[src/rtl/hazard_fwd_unit.sv]
// Hazard and forwarding controller for a 5-stage RISC-V pipeline: shadow M/W
// destination tracking, operand forwarding, load-use stall, redirect flush, event counters.
module hazard_fwd_unit #(
    parameter int CNT_W = 16
) (
    input  logic             clk,
    input  logic             rst,
    input  logic [4:0]       rs1_d,
    input  logic [4:0]       rs2_d,
    input  logic [4:0]       rs1_e,
    input  logic [4:0]       rs2_e,
    input  logic [4:0]       rd_e,
    input  logic             regwrite_e,
    input  logic [1:0]       resultsrc_e,
    input  logic             pcsrc_e,
    output logic             stall_f,
    output logic             stall_d,
    output logic             flush_d,
    output logic             clr_de,
    output logic [1:0]       forward_a_e,
    output logic [1:0]       forward_b_e,
    output logic [CNT_W-1:0] stall_count,
    output logic [CNT_W-1:0] flush_count
);

    localparam logic [1:0]       FWD_RF  = 2'b00;
    localparam logic [1:0]       FWD_WB  = 2'b01;
    localparam logic [1:0]       FWD_MEM = 2'b10;
    localparam logic [1:0]       RES_LOAD = 2'b01;
    localparam logic [CNT_W-1:0] CNT_MAX = {CNT_W{1'b1}};

    logic [4:0]       rd_m_reg;
    logic [4:0]       rd_w_reg;
    logic             regwrite_m_reg;
    logic             regwrite_w_reg;
    logic [CNT_W-1:0] stall_count_reg;
    logic [CNT_W-1:0] flush_count_reg;
    logic [CNT_W-1:0] stall_count_next;
    logic [CNT_W-1:0] flush_count_next;

    logic             lwstall;
    logic             stall_int;
    logic [4:0]       src_e [2];

    // Shadow pipeline of destination/write-enable; a cleared D/E entry rides along as a bubble.
    always_ff @(posedge clk) begin
        if (rst) begin
            rd_m_reg       <= 5'd0;
            rd_w_reg       <= 5'd0;
            regwrite_m_reg <= 1'b0;
            regwrite_w_reg <= 1'b0;
        end else begin
            rd_m_reg       <= rd_e;
            rd_w_reg       <= rd_m_reg;
            regwrite_m_reg <= regwrite_e;
            regwrite_w_reg <= regwrite_m_reg;
        end
    end

    assign src_e[0] = rs1_e;
    assign src_e[1] = rs2_e;

    // One forwarding mux per ALU operand; the memory stage holds the newer value and wins.
    for (genvar gi = 0; gi < 2; gi++) begin : gen_fwd
        logic [1:0] fwd_sel;

        always_comb begin
            fwd_sel = FWD_RF;
            if (!rst) begin
                if (regwrite_m_reg && (rd_m_reg != 5'd0) && (rd_m_reg == src_e[gi])) begin
                    fwd_sel = FWD_MEM;
                end else if (regwrite_w_reg && (rd_w_reg != 5'd0) && (rd_w_reg == src_e[gi])) begin
                    fwd_sel = FWD_WB;
                end
            end
        end
    end

    assign forward_a_e = gen_fwd[0].fwd_sel;
    assign forward_b_e = gen_fwd[1].fwd_sel;

    always_comb begin
        lwstall = 1'b0;
        if ((resultsrc_e == RES_LOAD) && (rd_e != 5'd0) &&
            ((rd_e == rs1_d) || (rd_e == rs2_d))) begin
            lwstall = 1'b1;
        end
    end

    // A taken redirect squashes the dependent instruction anyway, so it overrides the stall.
    assign stall_int = lwstall && !pcsrc_e && !rst;

    assign stall_f = stall_int;
    assign stall_d = stall_int;
    assign flush_d = pcsrc_e || rst;
    assign clr_de  = lwstall || pcsrc_e || rst;

    always_comb begin
        stall_count_next = stall_count_reg;
        flush_count_next = flush_count_reg;
        if (stall_int && (stall_count_reg != CNT_MAX)) begin
            stall_count_next = stall_count_reg + 1'b1;
        end
        if (pcsrc_e && (flush_count_reg != CNT_MAX)) begin
            flush_count_next = flush_count_reg + 1'b1;
        end
    end

    always_ff @(posedge clk) begin
        if (rst) begin
            stall_count_reg <= '0;
            flush_count_reg <= '0;
        end else begin
            stall_count_reg <= stall_count_next;
            flush_count_reg <= flush_count_next;
        end
    end

    assign stall_count = stall_count_reg;
    assign flush_count = flush_count_reg;

endmodule

[config.mk]
export PLATFORM = sky130hd
export DESIGN_NAME = hazard_fwd_unit
export DESIGN_NICKNAME = d
export VERILOG_FILES = /design/src/rtl/hazard_fwd_unit.sv
export SDC_FILE = /design/constraint.sdc
export NUM_CORES = 1
export LEC_CHECK = 0
export ABC_AREA = 1
export BUFFER_PORTS_ARGS = -buffer_cell sky130_fd_sc_hd__clkbuf_2
export CAP_MARGIN = 20
export CORE_AREA = 2 2 75 77
export CTS_CLUSTER_SIZE = 8
export DETAILED_ROUTE_END_ITERATION = 12
export DIE_AREA = 0 0 77 79
export HOLD_SLACK_MARGIN = 0.12
export PLACE_DENSITY = 0.81
export SLEW_MARGIN = 25
export SYNTH_ARGS = -nofsm -noshare
export SYNTH_HDL_FRONTEND = slang
export SYNTH_SLANG_ARGS = --single-unit
[constraint.sdc]
create_clock -name clk -period 2.5 [get_ports clk]
set_clock_uncertainty 0.2 [all_clocks]
set_input_delay 0.25 -clock clk [delete_from_list [all_inputs] [get_ports clk]]
set_output_delay 0.25 -clock clk [all_outputs]
set_load 0.02 [all_outputs]
Word level (Yosys, flattened, before mapping). Index checks and enable logic that the tools add are counted.

Flip-flop bits (word level): 44. Bits in latches: 0. RAM bits: 0. ROM bits: 0. Output and inout bits: 40. Word-level logic and storage cells: 45. Memories kept: 0.

Add/subtract/negate cells: 2. Multipliers: 0. Div/mod/pow operators: 0. Order comparisons: 0. Eq/ne operators: 9. Shift-type cells: 0. Mux-type cells: 7. Bitwise operators: 0. Reduce and logical (&&, ||, !) cells: 21.

Operator list (number): adder 16 x 1 -> 16 bit (second input constant) (2); != test 16 bit (second input constant) (2); equality test 5 bit (6); nonzero test 5 bit (3); logical AND 1 bit (12); 2-to-1 mux 2 bit (4); logical OR 1 bit (4); 2-to-1 mux 1 bit (3); equality test 2 x 1 -> 1 bit (second input constant) (1); logical NOT 1 bit (2).

Logic depth before layout (Yosys ltp).
Depth in word-level cells: 7. Mapped depth: 12. Gate-level depth less buffers: 12.

Least setup slack after synthesis. No wires, ideal clock.

Path kind: flip-flop to flip-flop. Start point: register stall_count_reg[0], in the netlist stall_count[0]. End point: register stall_count_reg[4], in the netlist stall_count[4]. Library setup time: 116 ps. Data arrival time: 1756 ps. Required time: 2184 ps. Path slack: 428 ps. Cell stages (with the launch flop): 12. Path through: dfxtp_1 -> ha_1 -> nand2_2 -> nor2_4 -> nand3_4 -> nor2_4 -> nand3_1 -> nor2_4 -> nor2_4 -> buf_6 -> a21oi_1 -> nor2_1.

Word-level cells in the longest chain between the ends: 2.

Ends and longest elaborated chain: start: declaration (RTL line 36) `logic [CNT_W-1:0] stall_count_reg;`; start signal: assignment (RTL line 114) `stall_count_reg <= stall_count_next;`; branches (longest 2 deep; another with adder 16 x 1 -> 16 bit).

Several ways; the timed one is not identified. A chain may end at the register's enable or synchronous reset.

Final worst setup path.
Start point: input port rd_e[1]. End point: output port stall_f.

Word-level cells in the longest chain between the ends: 6.

Ends and longest elaborated chain: start: declaration (RTL line 12) `input logic [4:0] rd_e,`; equality test 5 bit / nonzero test 5 bit (equally long branches) (RTL line 85, 84); logical OR 1 bit / logical AND 1 bit (equally long branches) (RTL line 85, 84); logical AND 1 bit * (RTL line 84) `if ((resultsrc_e == RES_LOAD) && (rd_e != 5'd0) &&`; 2-to-1 mux 1 bit * (RTL line 84); logical AND 1 bit * (2 in series) (RTL line 91) `assign stall_int = lwstall && !pcsrc_e && !rst;`; end: declaration (RTL line 16) `output logic stall_f,`.

Mark *: on every way between the ends. The rest lies on a longest branch, timed or not.

==> impl_metrics.py <==
metrics = {
    "outcome": {
        "status": "complete, no violations",
    },
    "clock_tree": {
        "cts_tree": "built",
        "cts_buffer_depth": 2,
        "postCtsSetupBuffers": 0,
        "hold_buffers": 7,
        "clock-sinks": 44,
        "cts_inserted_buffers": 5,
        "cts_resized": 0,
        "insertion_delay_ns": 0.30,
        "htreeDepth": 2,
        "clockRootBuffer": "clkbuf_8",
        "clk_pin_slew_ns": 0.09,
    },
    "worst_setup_path": {
        "ff2ff_path_depth": 8,
        "r2r_slack_ns": 0.38,
        "worstPathArrival_ns": 1.82,
        "cp-end-kind": "output pin",
        "worstReg2RegEnd": "flush_count[10]",
        "cp.required_ns": 2.05,
        "critPathLaunch": "rd_e[1]",
        "r2r_start": "flush_count[1]",
        "cp_max_fo": 4,
        "path_class": "in -> out",
        "startpoint_type": "input pin",
    },
    "sta": {
        "slew_headroom": 0.672,
        "drv_slew": 0,
        "fin_crit_sh": 0.910,
        "holdWs_ns": 0.190,
        "grt_setup_unrepaired": "false",
        "fin_crit_ns": 2.27,
        "finalSetupViolations": 0,
        "max_freq_mhz": 440,
        "hold_viol": 0,
        "tns_ns": 0,
        "worst_pin_slew_ns": 0.490,
    },
    "flow_run": {
        "drv_cap": 0,
    },
    "synth": {
        "ys_dominant_reg_cell": "dfxtp_1",
        "synthTopCellsByArea": "dfxtp_1, nand2_1, nor2_1",
        "synthXorXnorAreaFrac": 0.0481,
        "synth_cell_type_count": 38,
        "synth-simple-area-share": 0.389,
        "synthesis.area_um2": 2550,
        "synth_compound_area_frac": 0.103,
        "syn_inst": 396,
        "synthAdderAreaFrac": 0.00981,
        "synth_edf_count": 0,
        "synth_area_leader_cell": "dfxtp_1",
        "ys_warn_count": 0,
        "synth-seq-cells": 44,
        "synth.net_count": 429,
        "synth_top_family_by_area": "simple AND/OR/NAND/NOR gates",
        "syn_area_per_cell_um2": 6.44,
        "muxShareOfSynthArea": 0,
        "async_flop_share": 0,
        "yosysSeqAreaShare": 0.345,
        "yosys.area.top_type_share": 0.345,
    },
    "cells_and_area": {
        "layout.area.seq_um2": 881,
        "drive_above_1_share": 0.200,
        "area_growth_pct": 22.4,
        "multi_input_area_um2": 1400,
        "n_fill_cell": 543,
        "fin_nets": 508,
        "num_antenna_cells": 0,
    },
    "grt": {
        "grt.busiest_layer": "met2",
        "grt_pass1_wl_um": 10000,
        "antenna_found_initial": 0,
        "grt_pass1_vias": 2442,
        "use_met1": 0.218,
        "grt_max_degree": 27,
        "grt.met2_usage": 0.389,
        "met3_usage": 0.0398,
        "track_usage": 0.200,
        "gr-total-overflow": 0,
    },
    "route": {
        "dr.pass1.iters": 4,
        "routed_wl_um": 6030,
        "drcViolationCount": 0,
        "first_iter_violations": 97,
        "via_count": 2749,
        "wl_per_cell_um": 11.0,
        "via_per_inst": 5.02,
        "ant_nets": 0,
    },
    "power": {
        "power_density_nw_per_um2": 421,
        "ir_drop_uv": 342,
        "leakage_nw": 1.45,
        "report.power.total_mw": 1.31,
    },
    "worst_hold_path": {
        "min_from": "rst",
        "min_path_type": "in -> reg",
        "min_path_cells": 3,
        "hold_end": "flush_count[1]",
    },
    "floorplanning": {
        "ios": 71,
        "die_w_um": 77,
        "die_area_um2": 6080,
        "die_h_um": 79,
        "start_util": 0.478,
        "core_area_um2": 5340,
        "num_rows": 27,
    },
    "placed_design": {
        "portBuffers": 70,
        "gp_congestion": 0.950,
        "hpwlAfterDp_um": 4620,
    },
}
## cell usage after synthesis (5+ instances only)
cell type and n:
nand4_1 10, o21ai_0 9, inv_2 5, a21oi_1 23
nand2_1 93, nor2_1 62, dfxtp_1 44, xor2_1 9
inv_1 55, nor3_1 15, xnor2_1 5, nand3_1 27
## metal layers
layer  share of wire  up-vias
li1                -     1431
met1            0.43     1235
met2            0.51       77
met3           0.048        6
met4          0.0098        0
met5               0        -
## how the worst max path moves through the flow
stage | end | slack, ns | depth (start not counted)
3_5_place_dp | flush_count[10] | 0.44 | 8
6_report | stall_f | 0.23 | 11
2_1_floorplan | stall_count[4] | 0.43 | 11
3_3_place_gp | stall_count[9] | 0.54 | 11
5_1_grt | stall_f | 0.07 | 10
4_1_cts | stall_f | 0.23 | 11
## power by group
part | total (mW) | switching, mW | leakage, nW | internal (mW)
clock network | 0.433 | 0.239 | 0.0479 | 0.195
logic | 0.156 | 0.0894 | 1.05 | 0.0670
registers | 0.724 | 0.0119 | 0.357 | 0.712
total | 1.31 | 0.340 | 1.45 | 0.974
## final cells by class
cell class,count,area share
clock buffers,5,0.0220
clock inverters,3,0.00601
inverters,60,0.0721
multi-input cells,285,0.449
flip-flops and latches,44,0.282
well taps,72,0.0289
repair buffers,79,0.139
## critical path: stages
cell and delay [ns]:
dlygate4sd3_1 0.54, clkbuf_2 0.15, inv_2 0.05, nand2_1 0.05
nand2_1 0.05, nor2_1 0.10, nand3_1 0.07, nand2_1 0.11
nand3_2 0.12, inv_1 0.15, clkbuf_2 0.19
## layout by cell type (no fill, tap or decap), types with 10 or more instances in the layout
cell type  instances
nand4_1           10
nor2_1            62
nand3_1           27
nand2_1           93
nor3_1            15
clkbuf_2          70
a21oi_1           23
inv_1             55
dfxtp_1           44
## per-stage QoR
stage               instance area (um2)  setup WS (ns)  utilization  instances
finish                             3120          0.226        0.585        548
global route                       3120         0.0682        0.585        548
CTS                                3120          0.227        0.585        548
detailed placement                 2960          0.443        0.555        533
global placement                   2960          0.541        0.555        533
floorplan                          2550          0.428            -        396
## cell families after synthesis
logic type	count (synthesis)
fa+ha+maj	2
buf+inv	67
compound gates	46
simple gates	223
flops	44
xor+xnor	14
(Power assumes the default switching activity.)
